File: src/rtl/hbridge_pwm_multi_if.sv
// Command and drive-pin bundle between the PID scaling stage and hbridge_pwm_multi.
interface hbridge_pwm_multi_if #(
    parameter int unsigned CH    = 2,
    parameter int unsigned CNT_W = 13
);
    logic [CH*(CNT_W+1)-1:0] duty_in;
    logic [CH-1:0]           duty_valid;
    logic [2*CH-1:0]         mode_in;
    logic [CH-1:0]           rpwm;
    logic [CH-1:0]           lpwm;
    logic [CH-1:0]           r_en;
    logic [CH-1:0]           l_en;
    logic [CH-1:0]           wdog_trip;
    logic                    period_start;

    modport master (
        output duty_in, duty_valid, mode_in,
        input  rpwm, lpwm, r_en, l_en, wdog_trip, period_start
    );
    modport slave (
        input  duty_in, duty_valid, mode_in,
        output rpwm, lpwm, r_en, l_en, wdog_trip, period_start
    );
endinterface

File: src/rtl/hbridge_pwm_multi.sv
// Multi-channel H-bridge PWM driver: shared carrier, double-buffered signed duty,
// reversal dead-time, coast/brake modes and a per-channel command watchdog.
module hbridge_pwm_multi #(
    parameter int unsigned CH           = 2,
    parameter int unsigned CNT_W        = 13,
    parameter int unsigned PERIOD       = 5000,
    parameter int unsigned DEAD_CYC     = 200,
    parameter int unsigned WDOG_PERIODS = 50
) (
    input logic                aclk,
    input logic                rst_n,
    hbridge_pwm_multi_if.slave bus
);
    localparam int unsigned DUTY_W = CNT_W + 1;
    localparam int unsigned DW     = (DEAD_CYC > 1) ? $clog2(DEAD_CYC) : 1;
    localparam int unsigned WW     = (WDOG_PERIODS > 1) ? $clog2(WDOG_PERIODS) : 1;
    localparam logic [CNT_W-1:0]  PERIOD_LAST = CNT_W'(PERIOD - 1);
    localparam logic [DUTY_W-1:0] PERIOD_MAG  = DUTY_W'(PERIOD);
    localparam logic [DW-1:0]     DEAD_LOAD   = DW'((DEAD_CYC > 0) ? DEAD_CYC - 1 : 0);
    localparam logic [WW-1:0]     WDOG_LAST   = WW'((WDOG_PERIODS > 0) ? WDOG_PERIODS - 1 : 0);

    typedef enum logic [1:0] {StOff, StFwd, StRev, StDead} dir_e;

    logic [CNT_W-1:0]  cnt_q, cnt_d;
    logic              boundary, ps_q, ps_d;
    logic [DUTY_W-1:0] shadow_q [CH], shadow_d [CH], active_q [CH], active_d [CH];
    logic [DUTY_W-1:0] duty_w [CH], mag_raw [CH], mag [CH];
    logic [1:0]        mode_w [CH], mode_q [CH], mode_d [CH], eff [CH];
    dir_e              state_q [CH], state_d [CH], base [CH];
    logic [DW-1:0]     dead_q [CH], dead_d [CH];
    logic [WW-1:0]     wdog_q [CH], wdog_d [CH];
    logic [CH-1:0]     tgt_rev_q, tgt_rev_d, trip_q, trip_d, hold, new_pos, new_neg;
    logic [CH-1:0]     rpwm_q, rpwm_d, lpwm_q, lpwm_d, ren_q, ren_d, len_q, len_d;

    assign boundary = (cnt_q == PERIOD_LAST);

    always_comb begin
        for (int k = 0; k < CH; k++) begin
            duty_w[k]  = bus.duty_in[k*DUTY_W +: DUTY_W];
            mode_w[k]  = bus.mode_in[2*k +: 2];
            // Two's-complement negate of the most negative code lands above PERIOD and saturates.
            mag_raw[k] = active_q[k][DUTY_W-1] ? (~active_q[k] + 1'b1) : active_q[k];
            mag[k]     = (mag_raw[k] > PERIOD_MAG) ? PERIOD_MAG : mag_raw[k];
        end
    end

    always_comb begin
        cnt_d     = boundary ? '0 : cnt_q + 1'b1;
        ps_d      = (cnt_d == '0);
        tgt_rev_d = tgt_rev_q;
        trip_d    = trip_q;
        rpwm_d    = '0;
        lpwm_d    = '0;
        ren_d     = '0;
        len_d     = '0;
        hold      = '0;
        new_pos   = '0;
        new_neg   = '0;
        for (int k = 0; k < CH; k++) begin
            hold[k]     = (mode_w[k] != 2'b00) || (mode_q[k] != 2'b00);
            shadow_d[k] = bus.duty_valid[k] ? duty_w[k] : shadow_q[k];
            active_d[k] = boundary ? shadow_d[k] : active_q[k];
            new_neg[k]  = active_d[k][DUTY_W-1];
            new_pos[k]  = !active_d[k][DUTY_W-1] && (active_d[k] != '0);
            // Entering coast/brake is immediate; leaving it waits for the carrier boundary.
            mode_d[k]   = (mode_w[k] != 2'b00) ? mode_w[k] : (boundary ? 2'b00 : mode_q[k]);
            eff[k]      = (mode_w[k] != 2'b00) ? mode_w[k] : mode_q[k];

            wdog_d[k] = wdog_q[k];
            if (bus.duty_valid[k]) begin
                wdog_d[k] = '0;
                trip_d[k] = 1'b0;
            end else if ((WDOG_PERIODS != 0) && boundary && !hold[k] && !trip_q[k]) begin
                if (wdog_q[k] == WDOG_LAST) trip_d[k] = 1'b1;
                else                        wdog_d[k] = wdog_q[k] + 1'b1;
            end

            state_d[k] = state_q[k];
            dead_d[k]  = dead_q[k];
            base[k]    = (mode_q[k] != 2'b00) ? StOff : state_q[k];
            if (state_q[k] == StDead) begin
                if (dead_q[k] == '0) state_d[k] = tgt_rev_q[k] ? StRev : StFwd;
                else                 dead_d[k] = dead_q[k] - 1'b1;
            end
            if ((mode_w[k] != 2'b00) || trip_d[k]) begin
                state_d[k] = StOff;
            end else if (boundary) begin
                case (base[k])
                    StOff: begin
                        if (new_pos[k])      state_d[k] = StFwd;
                        else if (new_neg[k]) state_d[k] = StRev;
                    end
                    StFwd, StRev, StDead: begin
                        // Opposite sign to the present (or pending) direction restarts dead-time.
                        if ((new_neg[k] && ((base[k] == StFwd) ||
                                            (base[k] == StDead && !tgt_rev_q[k]))) ||
                            (new_pos[k] && ((base[k] == StRev) ||
                                            (base[k] == StDead && tgt_rev_q[k])))) begin
                            tgt_rev_d[k] = new_neg[k];
                            if (DEAD_CYC == 0) begin
                                state_d[k] = new_neg[k] ? StRev : StFwd;
                            end else begin
                                state_d[k] = StDead;
                                dead_d[k]  = DEAD_LOAD;
                            end
                        end
                    end
                    default: ;
                endcase
            end

            if (eff[k] == 2'b10) begin
                ren_d[k] = 1'b1;
                len_d[k] = 1'b1;
            end else if ((eff[k] == 2'b00) && !trip_d[k]) begin
                ren_d[k]  = 1'b1;
                len_d[k]  = 1'b1;
                rpwm_d[k] = (state_q[k] == StFwd) && ({1'b0, cnt_q} < mag[k]);
                lpwm_d[k] = (state_q[k] == StRev) && ({1'b0, cnt_q} < mag[k]);
            end
        end
    end

    always_ff @(posedge aclk or negedge rst_n) begin
        if (!rst_n) begin
            cnt_q     <= '0;
            ps_q      <= 1'b0;
            tgt_rev_q <= '0;
            trip_q    <= '0;
            rpwm_q    <= '0;
            lpwm_q    <= '0;
            ren_q     <= '0;
            len_q     <= '0;
            for (int k = 0; k < CH; k++) begin
                shadow_q[k] <= '0;
                active_q[k] <= '0;
                mode_q[k]   <= 2'b00;
                state_q[k]  <= StOff;
                dead_q[k]   <= '0;
                wdog_q[k]   <= '0;
            end
        end else begin
            cnt_q     <= cnt_d;
            ps_q      <= ps_d;
            tgt_rev_q <= tgt_rev_d;
            trip_q    <= trip_d;
            rpwm_q    <= rpwm_d;
            lpwm_q    <= lpwm_d;
            ren_q     <= ren_d;
            len_q     <= len_d;
            for (int k = 0; k < CH; k++) begin
                shadow_q[k] <= shadow_d[k];
                active_q[k] <= active_d[k];
                mode_q[k]   <= mode_d[k];
                state_q[k]  <= state_d[k];
                dead_q[k]   <= dead_d[k];
                wdog_q[k]   <= wdog_d[k];
            end
        end
    end

    assign bus.rpwm         = rpwm_q;
    assign bus.lpwm         = lpwm_q;
    assign bus.r_en         = ren_q;
    assign bus.l_en         = len_q;
    assign bus.wdog_trip    = trip_q;
    assign bus.period_start = ps_q;
endmodule
File: src/flat_wrapper.sv
// flat-port wrapper written by rule: the top's interface ports become plain ports
module hbridge_pwm_multi_flat 
#(
    parameter int unsigned CH           = 2,
    parameter int unsigned CNT_W        = 13,
    parameter int unsigned PERIOD       = 5000,
    parameter int unsigned DEAD_CYC     = 200,
    parameter int unsigned WDOG_PERIODS = 50
)
  (aclk, rst_n, bus_duty_in, bus_duty_valid, bus_mode_in, bus_rpwm, bus_lpwm, bus_r_en, bus_l_en, bus_wdog_trip, bus_period_start);
  hbridge_pwm_multi_if #(.CH(CH), .CNT_W(CNT_W)) bus_i ();
  input logic aclk;
  input logic rst_n;
  input wire logic [$bits(bus_i.duty_in)-1:0] bus_duty_in;
  input wire logic [$bits(bus_i.duty_valid)-1:0] bus_duty_valid;
  input wire logic [$bits(bus_i.mode_in)-1:0] bus_mode_in;
  output wire logic [$bits(bus_i.rpwm)-1:0] bus_rpwm;
  output wire logic [$bits(bus_i.lpwm)-1:0] bus_lpwm;
  output wire logic [$bits(bus_i.r_en)-1:0] bus_r_en;
  output wire logic [$bits(bus_i.l_en)-1:0] bus_l_en;
  output wire logic [$bits(bus_i.wdog_trip)-1:0] bus_wdog_trip;
  output wire logic [$bits(bus_i.period_start)-1:0] bus_period_start;
  assign bus_i.duty_in = bus_duty_in;
  assign bus_i.duty_valid = bus_duty_valid;
  assign bus_i.mode_in = bus_mode_in;
  assign bus_rpwm = bus_i.rpwm;
  assign bus_lpwm = bus_i.lpwm;
  assign bus_r_en = bus_i.r_en;
  assign bus_l_en = bus_i.l_en;
  assign bus_wdog_trip = bus_i.wdog_trip;
  assign bus_period_start = bus_i.period_start;
  hbridge_pwm_multi #(.CH(CH), .CNT_W(CNT_W), .PERIOD(PERIOD), .DEAD_CYC(DEAD_CYC), .WDOG_PERIODS(WDOG_PERIODS)) u_core (.aclk(aclk), .rst_n(rst_n), .bus(bus_i));
endmodule
File: config.mk
export PLATFORM = sky130hd
export DESIGN_NAME = hbridge_pwm_multi_flat
export DESIGN_NICKNAME = d
export VERILOG_FILES = /design/src/rtl/hbridge_pwm_multi_if.sv /design/src/rtl/hbridge_pwm_multi.sv /design/src/flat_wrapper.sv
export SDC_FILE = /design/constraint.sdc
export NUM_CORES = 1
export LEC_CHECK = 0
export CAP_MARGIN = 5
export CORE_ASPECT_RATIO = 0.7
export CORE_MARGIN = 2
export CORE_UTILIZATION = 60
export DETAILED_ROUTE_END_ITERATION = 10
export GPL_TIMING_DRIVEN = 0
export HOLD_SLACK_MARGIN = 0.05
export PLACE_DENSITY = 0.86
export SLEW_MARGIN = 15
export SYNTH_ARGS = -nofsm -noshare
export SYNTH_HDL_FRONTEND = slang
export SYNTH_SLANG_ARGS = --single-unit
export TNS_END_PERCENT = 50
File: constraint.sdc
create_clock -name aclk -period 7.1 [get_ports aclk]
set_clock_uncertainty 0.1 [all_clocks]
set_input_delay 0.71 -clock aclk [delete_from_list [all_inputs] [get_ports aclk]]
set_output_delay 0.71 -clock aclk [all_outputs]
set_load 0.02 [all_outputs]
==> impl_metrics.toml <==
[run_status]
status = "complete, no violations"

[floorplan]
start_util = 0.6089
dieArea_um2 = 12630
num_rows = 33
die_x_um = 133.5
core_area_um2 = 11560
die_y_um = 94.62
ioPinCount = 47

[critical_path]
critPathBufInv = 3
cp_slowest_cell = "a2111oi_0"
worstSetupPathType = "register to register"
endpoint = "u_core.bus.lpwm[0]"
worst-path-stages = 18
crit_chain = "clkbuf_1 -> or4_1 -> clkbuf_1 -> o41a_1 -> xor2_1 -> o211ai_1 -> or4_1 -> o21ai_1 -> clkbuf_1 -> and2_1 -> ha_1 -> a21o_1 -> a21o_1 -> a21o_1 -> a21o_1 -> a221o_1 -> a2111oi_0 -> o2111a_1"
crit_path_max_fanout = 10
reg2reg_depth = 18
arrival_ns = 5.90
r2r_start = "u_core.active_q[18]"
critPathMostFrequentCell = "a21o_1"
end_kind = "register"
cp_top_family = "compound AO/OA/AOI/OAI gates"
cp.required_ns = 7.35
crit_start = "u_core.active_q[18]"
max_stage_delay_ns = 0.62
crit_path_start_kind = "register"
rrSetupSlack_ns = 1.45
r2r_end = "u_core.bus.lpwm[0]"

[sta]
rsz0062_at_grt = "false"
setup_viol = 0
relSlewSlack = 0.4410
fin_setup_tns_ns = 0
clock.fmax_ghz = 0.1770
worst_pin_slew_ns = 0.8297
maxSlewViolCount = 0
fin_crit_sh = 0.7958
finalHoldViolCount = 0
period_minus_slack_ns = 5.650

[min_path]
hold_path.class = "input pin to asynchronous set/reset pin"

[yosys]
synth-seq-cells = 116
synth.cell_area_um2 = 7039
yosysSeqAreaShare = 0.4124
async_flop_share = 1.000
yosys.area.top_type = "dfrtp_1"
synthCells = 739
yosysWarningCount = 0
yosys.cell_types.count = 76
synthFlopType = "dfrtp_1"
yosysTopAreaCellShare = 0.4124
syn_avg_cell_area_um2 = 9.525
synthTopCellsByArea = "dfrtp_1 41%, ha_1 6.2%, mux2_2 5.6%"
synth_nets = 810
yosysMostFrequentCell = "dfrtp_1"
synth_common_cells = "116 x dfrtp_1, 64 x nor2_1, 61 x nand2_1"
synth_edf_count = 0

[clocking]
cts_sinks = 116
clk_latency_ns = 0.43
h-tree-depth = 4
cts_resized = 0
cts-root-buf = "clkbuf_16"
hold_buffers = 0
post-cts-setup-buffers = 0
clock_path_buffers = 2
clk_pin_slew_ns = 0.06
tritoncts = "built"
numCtsBuffers = 17

[global_routing]
grt_first_pass_wirelength_um = 29730
grt_max_degree = 65
gr-total-overflow = 0
antenna_found_initial = 0
grt_pass1_vias = 5974
grt_usage = 0.3052

[detailed_routing]
detail-route-antenna-nets = 0
drt_wl_total_um = 18340
wl_per_cell_um = 18.84
drc_errors = 0
first_pass_iters = 5
drtIter0Drc = 746
dr_total_vias = 6075
vias_per_cell = 6.244

[power_and_ir_drop]
powerDensity_nw_per_um2 = 206.0
p_total_mw = 1.721
ir_drop_uv = 184.7
p_leak_nw = 3.609

[cells_and_area]
antenna_cells = 0
area_growth_pct = 18.68
layout.nets = 874
drive_gt1_frac = 0.1225
nFillCells = 796

[placed_design]
hpwl_um = 12980
gp_congestion = 0.9044
port-buffer-count = 44

[flow_run]
maxCapViolations = 0
-- layout make-up --
cell class	instances	area, um2	area share
Multi-Input combinational cell	552	3844	0.4601
Sequential cell	116	2903	0.3475
Timing Repair Buffer	45	469.2	0.05616
Clock buffer	19	452.9	0.05422
Clock inverter	13	196.4	0.02351
Tap cell	157	196.4	0.02351
Buffer	37	165.2	0.01977
Inverter	34	127.6	0.01528
-- worst reg2reg max path: stages (launching register included) --
cell	delay, ns
dfrtp_1	0.35
clkbuf_1	0.20
or4_1	0.53
clkbuf_1	0.19
o41a_1	0.41
xor2_1	0.27
o211ai_1	0.15
or4_1	0.51
o21ai_1	0.13
clkbuf_1	0.34
and2_1	0.19
ha_1	0.24
a21o_1	0.16
a21o_1	0.17
a21o_1	0.17
a21o_1	0.21
a221o_1	0.36
a2111oi_0	0.62
o2111a_1	0.32
-- metal layers --
layer  track usage  part of all wire  routed length [um]  vias to the layer above
met5             0                 0                   0                        -
met4        0.1294             0.024                 439                        0
met3       0.08320             0.091                1663                       54
met2        0.4536              0.44                8035                      281
met1        0.4241              0.45                8197                     2934
li1              -                 -                   -                     2806
-- placed cells by master (no fill, tap or decap), types with 5 or more instances in the layout --
| master | Yosys | layout |
|---|---|---|
| nor3_1 | 27 | 27 |
| clkbuf_16 | 0 | 17 |
| a2111oi_0 | 5 | 5 |
| nor2_1 | 64 | 64 |
| ha_1 | 35 | 35 |
| o21ai_0 | 39 | 39 |
| nand2b_1 | 12 | 12 |
| or3_1 | 9 | 9 |
| dfrtp_1 | 116 | 116 |
| buf_2 | 5 | 5 |
| o31ai_1 | 12 | 12 |
| mux2_2 | 35 | 35 |
| xnor2_1 | 30 | 30 |
| mux2i_1 | 11 | 11 |
| and2_1 | 6 | 6 |
| clkdlybuf4s50_1 | 0 | 43 |
| and3_1 | 9 | 9 |
| nand4_1 | 9 | 9 |
| inv_1 | 34 | 34 |
| nand3_1 | 21 | 21 |
| nand2_1 | 61 | 61 |
| a21oi_1 | 18 | 18 |
| xor2_1 | 22 | 22 |
| or4_1 | 9 | 9 |
| clkbuf_1 | 25 | 25 |
| nor4_1 | 18 | 18 |
| nor2b_1 | 11 | 11 |
| a21o_1 | 7 | 7 |
-- how the worst min path moves through the flow --
stage                                     to  slack (ns)
final                     u_core.shadow_q[9]        0.13
after CTS                 u_core.shadow_q[9]        0.14
after global routing      u_core.shadow_q[9]        0.16
after global placement    u_core.shadow_q[6]        0.38
after detailed placement  u_core.shadow_q[6]        0.39
after floorplan           u_core.active_q[0]        0.31
-- cells by family after synthesis --
kind of cell / after synthesis / synth area share
buffers and inverters: 71 / 0.04159
DFF: 116 / 0.4124
muxes: 46 / 0.07163
and+or+nand+nor: 287 / 0.2142
AOI/OAI and AO/OA: 131 / 0.1310
xor gates and xnor gates: 53 / 0.06701
adders and majority gates: 35 / 0.06221
-- power by group --
| part | switching [mW] | internal, mW | total, mW | leakage, nW |
|---|---|---|---|---|
| logic | 0.0467 | 0.0407 | 0.0874 | 1.90 |
| registers | 0.00935 | 0.680 | 0.689 | 1.40 |
| clock network | 0.334 | 0.611 | 0.944 | 0.311 |
-- stage by stage --
| step | hold slack, ns | cell area (um2) | utilization | setup WS (ns) | instances |
|---|---|---|---|---|---|
| floorplan | 0.3144 | 7039 | - | 2.176 | 739 |
| global placement | 0.3800 | 7676 | 0.6640 | 0.9646 | 940 |
| detailed placement | 0.3884 | 7705 | 0.6665 | 1.594 | 941 |
| CTS | 0.1429 | 8354 | 0.7226 | 1.527 | 973 |
| global route | 0.1635 | 8354 | 0.7226 | 1.124 | 973 |
| finish | 0.1254 | 8354 | 0.7226 | 1.450 | 973 |
-- sequential cells by signal, indices dropped and copies added, names as in the netlist, 4 cells and up --
name and flops:
u_core.wdog_q 12, u_core.mode_q 4, u_core.dead_q 16, u_core.shadow_q 28
u_core.cnt_q 13, u_core.state_q 4, u_core.active_q 28
Power figures use the tool's default switching activity.
